==> src/rtl/vga_score_renderer.sv <==
// vga_score_renderer: binary score -> BCD (double dabble), tear-free
// frame-start digit swap, scaled 3x5 glyph overlay with change flash.
module vga_score_renderer #(
  parameter int NUM_DIGITS = 7,
  parameter int SCORE_W = 24,
  parameter int SCORE_X = 4,
  parameter int SCORE_Y = 4,
  parameter int SCALE = 1,
  parameter int COORD_W = 8,
  parameter int FLASH_FRAMES = 8,
  parameter logic [23:0] COLOR_RGB = 24'hFFA020,
  parameter logic [23:0] FLASH_RGB = 24'hFFFFFF
) (
  input  logic               clk,
  input  logic               reset,
  input  logic [SCORE_W-1:0] score_in,
  input  logic               score_valid,
  input  logic               frame_start,
  input  logic               blank_lz,
  input  logic [COORD_W-1:0] vx,
  input  logic [COORD_W-1:0] vy,
  output logic               busy,
  output logic               overlay_on,
  output logic [7:0]         overlay_r,
  output logic [7:0]         overlay_g,
  output logic [7:0]         overlay_b
);

  localparam int BW = 4 * NUM_DIGITS;
  localparam int CW = $clog2(SCORE_W + 1);
  localparam int FW = $clog2(FLASH_FRAMES + 2);
  localparam int STRIDE = 4 * SCALE;
  localparam logic [31:0] BOX_W = 32'(STRIDE * NUM_DIGITS);
  localparam logic [31:0] BOX_H = 32'(5 * SCALE);

  function automatic logic [31:0] pow10(input int n);
    logic [31:0] r;
    r = 32'd1;
    for (int i = 0; i < n; i++) r = r * 32'd10;
    return r;
  endfunction

  localparam logic [31:0] MAX_VAL = pow10(NUM_DIGITS) - 32'd1;

  function automatic logic [SCORE_W-1:0] sat(input logic [SCORE_W-1:0] s);
    if (32'(s) > MAX_VAL) return MAX_VAL[SCORE_W-1:0];
    return s;
  endfunction

  function automatic logic [14:0] font(input logic [3:0] d);
    case (d)
      4'd0: font = 15'b111_101_101_101_111;
      4'd1: font = 15'b010_110_010_010_111;
      4'd2: font = 15'b111_001_111_100_111;
      4'd3: font = 15'b111_001_111_001_111;
      4'd4: font = 15'b101_101_111_001_001;
      4'd5: font = 15'b111_100_111_001_111;
      4'd6: font = 15'b111_100_111_101_111;
      4'd7: font = 15'b111_001_001_001_001;
      4'd8: font = 15'b111_101_111_101_111;
      4'd9: font = 15'b111_101_111_001_111;
      default: font = 15'b0;
    endcase
  endfunction

  typedef enum logic [1:0] {S_IDLE, S_CONV, S_LOAD} state_t;

  state_t state_q, state_d;
  logic [SCORE_W-1:0] bin_q, bin_d, nxt_q, nxt_d;
  logic [BW-1:0] bcd_q, bcd_d, pbcd_q, pbcd_d, disp_q, disp_d, adj;
  logic [CW-1:0] cnt_q, cnt_d;
  logic nval_q, nval_d, pend_q, pend_d;
  logic [FW-1:0] flash_q, flash_d;
  logic on_q, on_d;
  logic [23:0] rgb_q, rgb_d;

  logic [COORD_W-1:0] px, py, base, rem;
  logic in_box, lit, seen;
  logic [3:0] dig, nib, bidx;
  logic [1:0] col;
  logic [2:0] row;
  logic [15:0] glyph;
  logic [NUM_DIGITS-1:0] blank;

  // Conversion FSM, pending/next registers, display swap and flash timer
  always_comb begin
    state_d = state_q;
    bin_d = bin_q;
    bcd_d = bcd_q;
    cnt_d = cnt_q;
    nxt_d = nxt_q;
    nval_d = nval_q;
    pend_d = pend_q;
    pbcd_d = pbcd_q;
    disp_d = disp_q;
    flash_d = flash_q;
    adj = bcd_q;
    for (int i = 0; i < NUM_DIGITS; i++)
      if (adj[4*i +: 4] >= 4'd5) adj[4*i +: 4] = adj[4*i +: 4] + 4'd3;

    if (frame_start) begin
      if (pend_q) begin
        disp_d = pbcd_q;
        pend_d = 1'b0;
      end
      if (pend_q && pbcd_q != disp_q) flash_d = FW'(FLASH_FRAMES);
      else if (flash_q != '0) flash_d = flash_q - 1'b1;
    end

    unique case (state_q)
      S_IDLE: begin
        if (score_valid) begin
          bin_d = sat(score_in);
          bcd_d = '0;
          cnt_d = '0;
          state_d = S_CONV;
        end
      end
      S_CONV: begin
        bcd_d = {adj[BW-2:0], bin_q[SCORE_W-1]};
        bin_d = bin_q << 1;
        cnt_d = cnt_q + 1'b1;
        if (cnt_q == CW'(SCORE_W - 1)) state_d = S_LOAD;
      end
      S_LOAD: begin
        pbcd_d = bcd_q;
        pend_d = 1'b1;
        if (nval_q) begin
          bin_d = nxt_q;
          bcd_d = '0;
          cnt_d = '0;
          nval_d = 1'b0;
          state_d = S_CONV;
        end else begin
          state_d = S_IDLE;
        end
      end
      default: state_d = S_IDLE;
    endcase

    if (score_valid && state_q != S_IDLE) begin
      nxt_d = sat(score_in);
      nval_d = 1'b1;
    end
  end

  // Pixel decode: box test, digit/col/row by constant compares, glyph lookup
  always_comb begin
    px = vx - COORD_W'(SCORE_X);
    py = vy - COORD_W'(SCORE_Y);
    in_box = (vx >= COORD_W'(SCORE_X)) && (vy >= COORD_W'(SCORE_Y)) &&
             (32'(px) < BOX_W) && (32'(py) < BOX_H);
    dig = '0;
    base = '0;
    for (int i = 1; i < NUM_DIGITS; i++)
      if (32'(px) >= 32'(i * STRIDE)) begin
        dig = 4'(i);
        base = COORD_W'(i * STRIDE);
      end
    rem = px - base;
    col = '0;
    for (int c = 1; c < 4; c++)
      if (32'(rem) >= 32'(c * SCALE)) col = 2'(c);
    row = '0;
    for (int r = 1; r < 5; r++)
      if (32'(py) >= 32'(r * SCALE)) row = 3'(r);
    seen = 1'b0;
    blank = '0;
    for (int i = 0; i < NUM_DIGITS; i++) begin
      blank[i] = blank_lz && !seen && (disp_q[4*(NUM_DIGITS-1-i) +: 4] == 4'd0) &&
                 (i != NUM_DIGITS - 1);
      seen = seen || (disp_q[4*(NUM_DIGITS-1-i) +: 4] != 4'd0);
    end
    nib = '0;
    lit = 1'b0;
    for (int i = 0; i < NUM_DIGITS; i++)
      if (dig == 4'(i)) nib = disp_q[4*(NUM_DIGITS-1-i) +: 4];
    glyph = {1'b0, font(nib)};
    bidx = 4'd14 - (4'(row) * 4'd3 + 4'(col));
    lit = in_box && (col != 2'd3) && !blank[dig[$clog2(NUM_DIGITS+1)-1:0] % NUM_DIGITS] &&
          glyph[bidx];
    on_d = lit;
    rgb_d = lit ? ((flash_q != '0) ? FLASH_RGB : COLOR_RGB) : 24'h0;
  end

  // State and pipeline registers
  always_ff @(posedge clk or posedge reset) begin
    if (reset) begin
      state_q <= S_IDLE;
      bin_q <= '0;
      bcd_q <= '0;
      cnt_q <= '0;
      nxt_q <= '0;
      nval_q <= 1'b0;
      pend_q <= 1'b0;
      pbcd_q <= '0;
      disp_q <= '0;
      flash_q <= '0;
      on_q <= 1'b0;
      rgb_q <= '0;
    end else begin
      state_q <= state_d;
      bin_q <= bin_d;
      bcd_q <= bcd_d;
      cnt_q <= cnt_d;
      nxt_q <= nxt_d;
      nval_q <= nval_d;
      pend_q <= pend_d;
      pbcd_q <= pbcd_d;
      disp_q <= disp_d;
      flash_q <= flash_d;
      on_q <= on_d;
      rgb_q <= rgb_d;
    end
  end

  assign busy = (state_q != S_IDLE) | pend_q | nval_q;
  assign overlay_on = on_q;
  assign overlay_r = rgb_q[23:16];
  assign overlay_g = rgb_q[15:8];
  assign overlay_b = rgb_q[7:0];

endmodule
==> config.mk <==
export PLATFORM = sky130hd
export DESIGN_NAME = vga_score_renderer
export DESIGN_NICKNAME = d
export VERILOG_FILES = /design/src/rtl/vga_score_renderer.sv
export SDC_FILE = /design/constraint.sdc
export NUM_CORES = 1
export LEC_CHECK = 0
export BUFFER_PORTS_ARGS = -buffer_cell sky130_fd_sc_hd__buf_4
export CAP_MARGIN = 20
export CORE_UTILIZATION = 43
export DETAILED_ROUTE_END_ITERATION = 7
export GPL_ROUTABILITY_DRIVEN = 0
export SYNTH_ARGS = -nofsm -noshare
export SYNTH_HDL_FRONTEND = slang
export SYNTH_SLANG_ARGS = --single-unit
==> constraint.sdc <==
create_clock -name clk -period 6.7 [get_ports clk]
set_input_delay 1.005 -clock clk [delete_from_list [all_inputs] [get_ports clk]]
set_output_delay 1.005 -clock clk [all_outputs]
set_load 0.05 [all_outputs]
==> flow_summary.toml, run 1 <==
[yosys]
postSynthAreaPerCell_um2 = 9.36
synth_top_family_by_area = "simple AND/OR/NAND/NOR gates"
synth-simple-area-share_pct = 16.4
syn-num-nets = 1031
synth_seq_area_share_pct = 41.9
synth_cells = 938
yosysTopAreaCellShare_pct = 41.9
ys_seq_elements = 147
ys_types = 66
yosysWarnings = 0
synthAdderAreaFrac_pct = 7.10
yosys.area.top_type = "dfrtp_1"
synth_edf_count = 0
synth.mux.area_fraction_pct = 7.98
synth_compound_area_share_pct = 16.2
synth_xor_area_share_pct = 4.59
async_flop_share_pct = 100
synth_flop_cell = "dfrtp_1"
syn-cell-area_um2 = 8780
synth_area_leaders = "dfrtp_1 42%, mux2_2 7.2%, ha_1 6.4%"

[cells_and_area]
layout_common_cells = "147 x dfrtp_1, 119 x nand2_1, 83 x buf_4, 76 x o21ai_0, 63 x nor2_1"
drive_above_1_share_pct = 19.0
syn2layout_area_growth_pct = 13.8
final_cell_area_um2 = 9980
antenna_cells = 0
nFillCells = 1860
final_common_cell = "dfrtp_1"
nNetsFinal = 1066

[floorplanning]
die_h_um = 145
boundaryPins = 71
die_area_um2 = 21000
die_x_um = 145
initial_utilization_pct = 44.5
fp-row-count = 51
core_um2 = 19700

[sta]
timing.slew.headroom_pct = 42.2
period_needed_ns = 6.20
finClkSkew_ns = 0.00896
finalHoldViolCount = 0
setup-violations-final = 0
rsz0062_at_grt = "false"
tns_ns = 0
fmax_ghz = 0.161
worstMarginPinSlew_ns = 0.867
holdWs_ns = 0.481
fin_crit_sh_pct = 92.5
slew_violations = 0

[power_and_ir_drop]
leakagePower_nw = 4.47
fin_total_pwr_w = 0.00342
p_sw_share_pct = 36.1
internal_power_w = 0.00219
ir_drop_uv = 188
comb_power_share_pct = 30.0
p_seq_share_pct = 42.0
switchingPower_w = 0.00123
powerDensity_nw_per_um2 = 343
clkPwrFrac_pct = 28.0

[run]
maxCapViolCount = 0

[drt]
drc = 0
dr_total_vias = 6771
routed_wl_um = 19000
drt-vias-per-instance = 5.41
firstDrtPassIters = 5
drt_iter0_drc = 360
wl_per_cell_um = 15.2
final_antenna_net_count = 0

[placed_design]
io_buffers = 70
placed_area_um2 = 9380
hpwlAfterDp_um = 13400

[worst_setup_path]
crit_arrival_ns = 6.49
rr_startpoint = "state_q[0]$_DFFE_PP0P_"
criticalPathCategory = "in -> reg"
critPathRequiredTime_ns = 7.00
start_kind = "primary input"
reg2reg_depth = 8
end_kind = "flip-flop"
worstPathMaxFanout = 9
reg2reg_to = "bcd_q[3]$_DFFE_PP0P_"
rrSetupSlack_ns = 4.02

[global_routing]
grtUsageTotal_pct = 19.4
grt_pass1_wl_um = 31800
grt_max_degree = 84
grt_antenna_before_repair = 0
grt-ovfl-total = 0
grt_pass1_vias = 6325

[clocking]
cts.root.buffer_cell = "clkbuf_16"
numClockSinks = 147
cts_setup_buffers = 0
ctsResizeCount = 0
cts_made_buffers = 17
clk_pin_slew_ns = 0.06
clock_latency_ns = 0.43
postCtsHoldBufs = 0
htree_levels = 4
clk_path_buf_depth = 2
cts_tree = "built"

[worst_hold_path]
whs_path_depth = 2
min_to = "nxt_q[7]$_DFFE_PP0P_"
worst_hold_path_type = "reg -> reg"
min_from = "nxt_q[7]$_DFFE_PP0P_"

[outcome]
status = "finished, final reports clean"
[cell type report]
type / count / area [um2] / share of cell area [%]
inverters: 43 / 169 / 1.69
flip-flops and latches: 147 / 3680 / 36.8
multi-input cells: 681 / 4590 / 45.9
clock inverters: 15 / 171 / 1.72
well taps: 265 / 332 / 3.32
clock buffers: 17 / 425 / 4.26
repair buffers: 83 / 623 / 6.24
[sequential cells by signal, indices dropped and copies added (netlist names), 2 cells and up]
| register | cells |
|---|---|
| flash_q | 4 |
| cnt_q | 5 |
| nxt_q | 24 |
| pbcd_q | 28 |
| disp_q | 28 |
| state_q | 2 |
| rgb_q | 2 |
| bin_q | 24 |
| bcd_q | 28 |
[cell families after synthesis]
group                    after synthesis
adder cells (fa/ha/maj)               48
buffers and inverters                110
AND/OR/NAND/NOR                      296
multiplexers                          63
XOR/XNOR                              46
AO/OA/AOI/OAI                        228
flip-flops                           147
[worst max-delay path, stage by stage]
cell	delay, ns
buf_4	0.13
inv_1	0.07
ha_1	0.20
or4b_1	0.49
o22ai_1	0.14
a21oi_1	0.12
or3_1	0.45
fa_1	0.45
nor2b_1	0.15
a21oi_1	0.08
nor3_1	0.13
a21oi_1	0.06
or3_2	0.50
or2_2	0.31
fa_1	0.53
inv_1	0.06
fa_1	0.44
xnor2_1	0.36
o21ai_0	0.15
mux2i_1	0.14
nor2_1	0.05
a211oi_1	0.22
o211a_1	0.20
nor3_1	0.06
[power groups by stage]
stage / logic, W / registers [W] / clock network, W
6_report: 0.00103 / 0.00144 / 0.000959
3_3_place_gp: 0.00102 / 0.00144 / 0
5_1_grt: 0.00117 / 0.00148 / 0.00101
4_1_cts: 0.00103 / 0.00144 / 0.000979
3_5_place_dp: 0.00103 / 0.00145 / 0
2_1_floorplan: 0.000804 / 0.00137 / 0
[worst max-delay path by stage]
stage          startpoint                   to  cells past startpoint
2_1_floorplan       vx[2]  rgb_q[14]$_DFF_PP0_                     25
3_3_place_gp        vx[2]  rgb_q[14]$_DFF_PP0_                     24
3_5_place_dp        vx[2]  rgb_q[14]$_DFF_PP0_                     24
4_1_cts             vx[2]  rgb_q[14]$_DFF_PP0_                     24
5_1_grt             vx[2]  rgb_q[14]$_DFF_PP0_                     24
6_report            vx[2]  rgb_q[14]$_DFF_PP0_                     24
[synth_stat cells (9+ instances only)]
cell type / number
xor2_1: 18
ha_1: 45
dfrtp_1: 147
nand4_1: 10
a222oi_1: 10
xnor2_1: 28
buf_4: 23
nor2_1: 63
o22ai_1: 17
nand2_1: 119
nor3b_1: 9
nor3_1: 13
a21oi_1: 49
nor2b_1: 10
a221oi_1: 14
clkbuf_1: 40
nor4_1: 12
o21ai_0: 76
mux2_2: 56
inv_1: 42
o21ai_1: 13
nand3_1: 11
nand2b_1: 10
[per-layer routing]
layer  wire [um]  up-vias  track usage [%]
li1            -     3382                -
met1        9480     3236             27.6
met2        8590      138             29.9
met3         731       15             3.32
met4         200        0             6.04
met5           0        -                0
[through the flow]
| stage | worst slack, ns | util [%] | cells |
|---|---|---|---|
| CTS | 0.511 | 50.6 | 1250 |
| global route | 0.147 | 50.6 | 1251 |
| global placement | 0.159 | 47.6 | 1218 |
| detailed placement | 0.0621 | 47.6 | 1218 |
| floorplan | 0.262 | - | 938 |
| finish | 0.505 | 50.6 | 1251 |
No activity file was read; power rests on OpenSTA's default activity.
==> run 2, diff against run 1 <==
--- a/config.mk
+++ b/config.mk
@@ -10,6 +10,7 @@
 export CORE_UTILIZATION = 43
 export DETAILED_ROUTE_END_ITERATION = 7
 export GPL_ROUTABILITY_DRIVEN = 0
+export PLACE_DENSITY = 0.64
 export SYNTH_ARGS = -nofsm -noshare
 export SYNTH_HDL_FRONTEND = slang
 export SYNTH_SLANG_ARGS = --single-unit
==> flow_summary.toml, run 2 (synthesis results as in run 1) <==
[outcome]
status = "finished, final reports clean"

[power_and_ir_drop]
ir_drop_uv = 196
leakagePower_nw = 4.50
powerDensity_nw_per_um2 = 348

[cells_and_area]
nNetsFinal = 1068
drive_above_1_share_pct = 18.8
reg.largest.list = "bcd_q: 28 flops, disp_q: 28 flops, pbcd_q: 28 flops"
final_common_cell = "dfrtp_1"
antenna_cells = 0
syn2layout_area_growth_pct = 14.3
layout_common_cells = "147 x dfrtp_1, 119 x nand2_1, 85 x buf_4, 76 x o21ai_0, 63 x nor2_1"

[global_routing]
grt_use_met2_pct = 28.7
grt-ovfl-total = 0
grtUsageTotal_pct = 19.2
grt_pass1_wl_um = 31400
busiest_layer = "met2"
grt_pass1_vias = 6156
grt_use_met3_pct = 3.49
grt_antenna_before_repair = 0
grt.met1_usage_pct = 28.1
grt_max_degree = 99

[worst_setup_path]
endpoint = "rgb_q[14]$_DFF_PP0_"
worstPathMaxFanout = 9
cp_cell_sequence = "buf_4, inv_1, ha_1, or4b_1, o22ai_1, a21oi_1, or3_1, fa_1, nor2b_1, a21oi_1, nor3_1, a21oi_1, or3_2, or2_2, fa_1, inv_1, fa_1, xnor2_1, o21ai_0, mux2i_1, nor2_1, a211oi_1, o211a_1, nor3_1"
worst-path-buf-inv = 3
rr_startpoint = "disp_q[21]$_DFFE_PP0P_"
end_kind = "flip-flop"
cp.depth = 24
crit_arrival_ns = 6.48
critPathRequiredTime_ns = 7.00
reg2reg_depth = 8
criticalPathCategory = "in -> reg"
critPathMaxStageDelay_ns = 0.54
start_kind = "primary input"
crit_family = "simple AND/OR/NAND/NOR gates"
startpoint = "vx[2]"
cpMaxStageDelayCell = "fa_1"
reg2reg_to = "rgb_q[14]$_DFF_PP0_"
rrSetupSlack_ns = 4.06

[sta]
worstMarginPinSlew_ns = 0.891
finalHoldViolCount = 0
slew_violations = 0
setup-violations-final = 0
period_needed_ns = 6.19
tns_ns = 0
timing.slew.headroom_pct = 40.6
fin_crit_sh_pct = 92.3
holdWs_ns = 0.479
finClkSkew_ns = 0.00563
fmax_ghz = 0.162
rsz0062_at_grt = "false"

[drt]
routed_wl_um = 19000
wl_per_cell_um = 15.2
firstDrtPassIters = 5
drt-vias-per-instance = 5.42
drc = 0
dr_total_vias = 6794
final_antenna_net_count = 0
drt_iter0_drc = 447

[floorplanning]
die_h_um = 145
die_area_um2 = 21000
boundaryPins = 71
fp-row-count = 51
core_um2 = 19700
die_x_um = 145
initial_utilization_pct = 44.5

[placed_design]
hpwlAfterDp_um = 13200
io_buffers = 70

[clocking]
clk_path_buf_depth = 2
numClockSinks = 147
cts.root.buffer_cell = "clkbuf_16"
htree_levels = 4
clock_latency_ns = 0.42
cts_tree = "built"
ctsResizeCount = 0
clk_pin_slew_ns = 0.06
cts_setup_buffers = 0
cts_made_buffers = 17
postCtsHoldBufs = 0

[worst_hold_path]
whs_path_depth = 2
worst_hold_path_type = "reg -> reg"

[run]
maxCapViolCount = 0
run 2: cell types whose count changed in the layout (fill, tap and decap cells not counted), moves of 2 or more:
cell,delta
bufinv_16,+2
clkinv_2,+3
inv_6,-6
clkbuf_8,+3
clkbuf_1,+3
clkinvlp_4,-3
buf_4,+2
run 2: tightest hold or removal path: stages (launching register included):
cell	delay [ns]
dfrtp_1	0.34
nand2_1	0.05
nand2_1	0.06
run 2: worst min-delay path by stage:
| stage | from | endpoint | slack (ns) |
|---|---|---|---|
| 3_3_place_gp | nxt_q[22]$_DFFE_PP0P_ | nxt_q[22]$_DFFE_PP0P_ | 0.46 |
| 3_5_place_dp | nxt_q[18]$_DFFE_PP0P_ | nxt_q[18]$_DFFE_PP0P_ | 0.47 |
| 6_report | nxt_q[18]$_DFFE_PP0P_ | nxt_q[18]$_DFFE_PP0P_ | 0.48 |
| 4_1_cts | nxt_q[8]$_DFFE_PP0P_ | nxt_q[8]$_DFFE_PP0P_ | 0.48 |
| 5_1_grt | nxt_q[9]$_DFFE_PP0P_ | nxt_q[9]$_DFFE_PP0P_ | 0.50 |
| 2_1_floorplan | nxt_q[18]$_DFFE_PP0P_ | nxt_q[18]$_DFFE_PP0P_ | 0.44 |
run 2: layer usage:
metal / up-vias / routed length (um)
li1: 3372 / -
met1: 3271 / 9600
met2: 128 / 8490
met3: 23 / 670
met4: 0 / 240
met5: - / 0
run 2: final cells by class:
cell class | count | area (um2)
Sequential cell | 147 | 3680
Tap cell | 265 | 332
Inverter | 43 | 169
Clock buffer | 23 | 478
Fill cell | 1771 | 9690
Clock inverter | 9 | 151
Multi-Input combinational cell | 681 | 4590
Timing Repair Buffer | 85 | 638
run 2: power by group:
| group | leakage, nW | switching (W) | internal, W | total (W) |
|---|---|---|---|---|
| sequential | 1.90 | 0.000257 | 0.00118 | 0.00144 |
| combinational | 2.30 | 0.000589 | 0.000453 | 0.00104 |
| clock | 0.307 | 0.000360 | 0.000651 | 0.00101 |
| total | 4.50 | 0.00121 | 0.00229 | 0.00349 |
run 2: metrics by stage:
step	worst slack [ns]	power (W)	std cells	instance area (um2)	util, %
after floorplan	0.262	0.00217	938	8780	-
after global placement	0.197	0.00246	1220	9400	47.6
after detailed placement	0.0734	0.00249	1220	9400	47.6
after CTS	0.507	0.00351	1252	10000	50.8
after global routing	0.119	0.00373	1253	10000	50.9
final	0.514	0.00349	1253	10000	50.9
==> run 3, diff against run 2 <==
--- a/config.mk
+++ b/config.mk
@@ -8,9 +8,10 @@
 export BUFFER_PORTS_ARGS = -buffer_cell sky130_fd_sc_hd__buf_4
 export CAP_MARGIN = 20
 export CORE_UTILIZATION = 43
+export CTS_BUF_LIST = sky130_fd_sc_hd__clkbuf_4
 export DETAILED_ROUTE_END_ITERATION = 7
 export GPL_ROUTABILITY_DRIVEN = 0
-export PLACE_DENSITY = 0.64
+export PLACE_DENSITY_LB_ADDON = 0.12
 export SYNTH_ARGS = -nofsm -noshare
 export SYNTH_HDL_FRONTEND = slang
 export SYNTH_SLANG_ARGS = --single-unit
==> flow_summary.toml, run 3 (synthesis results as in run 1) <==
[outcome]
status = "finished, final reports clean"

[drt]
dr_total_vias = 6771
wl_per_cell_um = 15.6
drt_iter0_drc = 391
final_antenna_net_count = 0
drt-vias-per-instance = 5.40
routed_wl_um = 19500
firstDrtPassIters = 7
drc = 0

[worst_setup_path]
worstPathMaxFanout = 9
criticalPathCategory = "in -> reg"
crit_arrival_ns = 6.49
critPathRequiredTime_ns = 7.13
start_kind = "primary input"
end_kind = "flip-flop"

[global_routing]
grt_pass1_wl_um = 31900
grt-ovfl-total = 0
grt_antenna_before_repair = 1
grt_max_degree = 85
grtUsageTotal_pct = 19.6
grt_pass1_vias = 6312

[floorplanning]
core_um2 = 19700
die_area_um2 = 21000
fp-row-count = 51
initial_utilization_pct = 44.5
die_x_um = 145
boundaryPins = 71
die_h_um = 145

[sta]
fin_crit_sh_pct = 90.4
slew_violations = 0
period_needed_ns = 6.06
timing.slew.headroom_pct = 41.3
finalHoldViolCount = 0
worst_slack_ns = 0.644
rsz0062_at_grt = "false"
holdWs_ns = 0.497
finClkSkew_ns = 0.0294
worstMarginPinSlew_ns = 0.877
setup-violations-final = 0
fmax_ghz = 0.165
tns_ns = 0

[clocking]
clk_path_buf_depth = 2
clock_latency_ns = 0.55
cts_made_buffers = 17
numClockSinks = 147
clk_pin_slew_ns = 0.13
cts.root.buffer_cell = "clkbuf_4"
cts_setup_buffers = 0
cts_tree = "built"
postCtsHoldBufs = 0
htree_levels = 4
ctsResizeCount = 0

[cells_and_area]
final_cell_area_um2 = 9660
drive_above_1_share_pct = 19.0
syn2layout_area_growth_pct = 10.0
final_common_cell = "dfrtp_1"
reg.largest.list = "bcd_q: 28 flops, disp_q: 28 flops, pbcd_q: 28 flops"
regArea_um2 = 3680
layout_common_cells = "147 x dfrtp_1, 119 x nand2_1, 85 x buf_4, 76 x o21ai_0, 63 x nor2_1"
nNetsFinal = 1068
nFillCells = 1907
multi_input_area_um2 = 4590

[worst_hold_path]
worst_hold_path_type = "reg -> reg"

[placed_design]
placed_area_um2 = 9400
io_buffers = 70
post-place-ws_ns = 0.0932
hpwlAfterDp_um = 13800

[power_and_ir_drop]
ir_drop_uv = 197
leakagePower_nw = 4.33
powerDensity_nw_per_um2 = 309

[run]
maxCapViolCount = 0
[run 3: routing by layer]
metal	wire, um	GRT usage (%)	vias to the layer above
met5	0	0	-
met4	244	5.43	0
met3	638	3.22	15
met2	8780	30.6	119
met1	9840	28.0	3265
li1	-	-	3372
[run 3: power by group]
part           switching, W  leakage, nW  internal [W]
Sequential         0.000253         1.90       0.00118
Clock              0.000357        0.128      0.000157
Combinational      0.000586         2.30      0.000453
Total               0.00120         4.33       0.00179
[run 3: per-stage QoR]
stage	utilization (%)	power (W)	cells
finish	49.0	0.00299	1254
global route	49.0	0.00323	1254
floorplan	-	0.00217	938
global placement	47.7	0.00248	1221
detailed placement	47.7	0.00249	1221
CTS	49.0	0.00302	1253
[run 3: cell type report]
type | count | area share (%)
flip-flops and latches | 147 | 38.1
well taps | 265 | 3.43
clock inverters | 15 | 1.27
clock buffers | 17 | 1.32
inverters | 43 | 1.75
diodes | 1 | 0.0259
multi-input cells | 681 | 47.5
repair buffers | 85 | 6.61
[run 3: critical path, stage by stage]
cell	delay [ns]
buf_4	0.13
inv_1	0.07
ha_1	0.21
or4b_1	0.49
o22ai_1	0.14
a21oi_1	0.12
or3_1	0.45
fa_1	0.44
nor2b_1	0.15
a21oi_1	0.09
nor3_1	0.13
a21oi_1	0.05
or3_2	0.48
or2_2	0.31
fa_1	0.53
inv_1	0.07
fa_1	0.44
xnor2_1	0.34
o21ai_0	0.16
mux2i_1	0.15
nor2_1	0.05
a211oi_1	0.21
o211a_1	0.19
nor3_1	0.05
[run 3: final timing paths]
kind | startpoint | to | depth (start not counted) | slack (ns)
worst max register to register | state_q[0]$_DFFE_PP0P_ | bcd_q[7]$_DFFE_PP0P_ | 7 | 4.02
worst max-delay path | vx[2] | rgb_q[22]$_DFF_PP0_ | 24 | 0.64
worst min-delay path | nxt_q[10]$_DFFE_PP0P_ | nxt_q[10]$_DFFE_PP0P_ | 2 | 0.50
max in group asynchronous | reset | rgb_q[22]$_DFF_PP0_ | 3 | 4.79
min in group asynchronous | reset | bin_q[18]$_DFFE_PP0P_ | 2 | 0.60
worst min register to register | nxt_q[10]$_DFFE_PP0P_ | nxt_q[10]$_DFFE_PP0P_ | 2 | 0.50
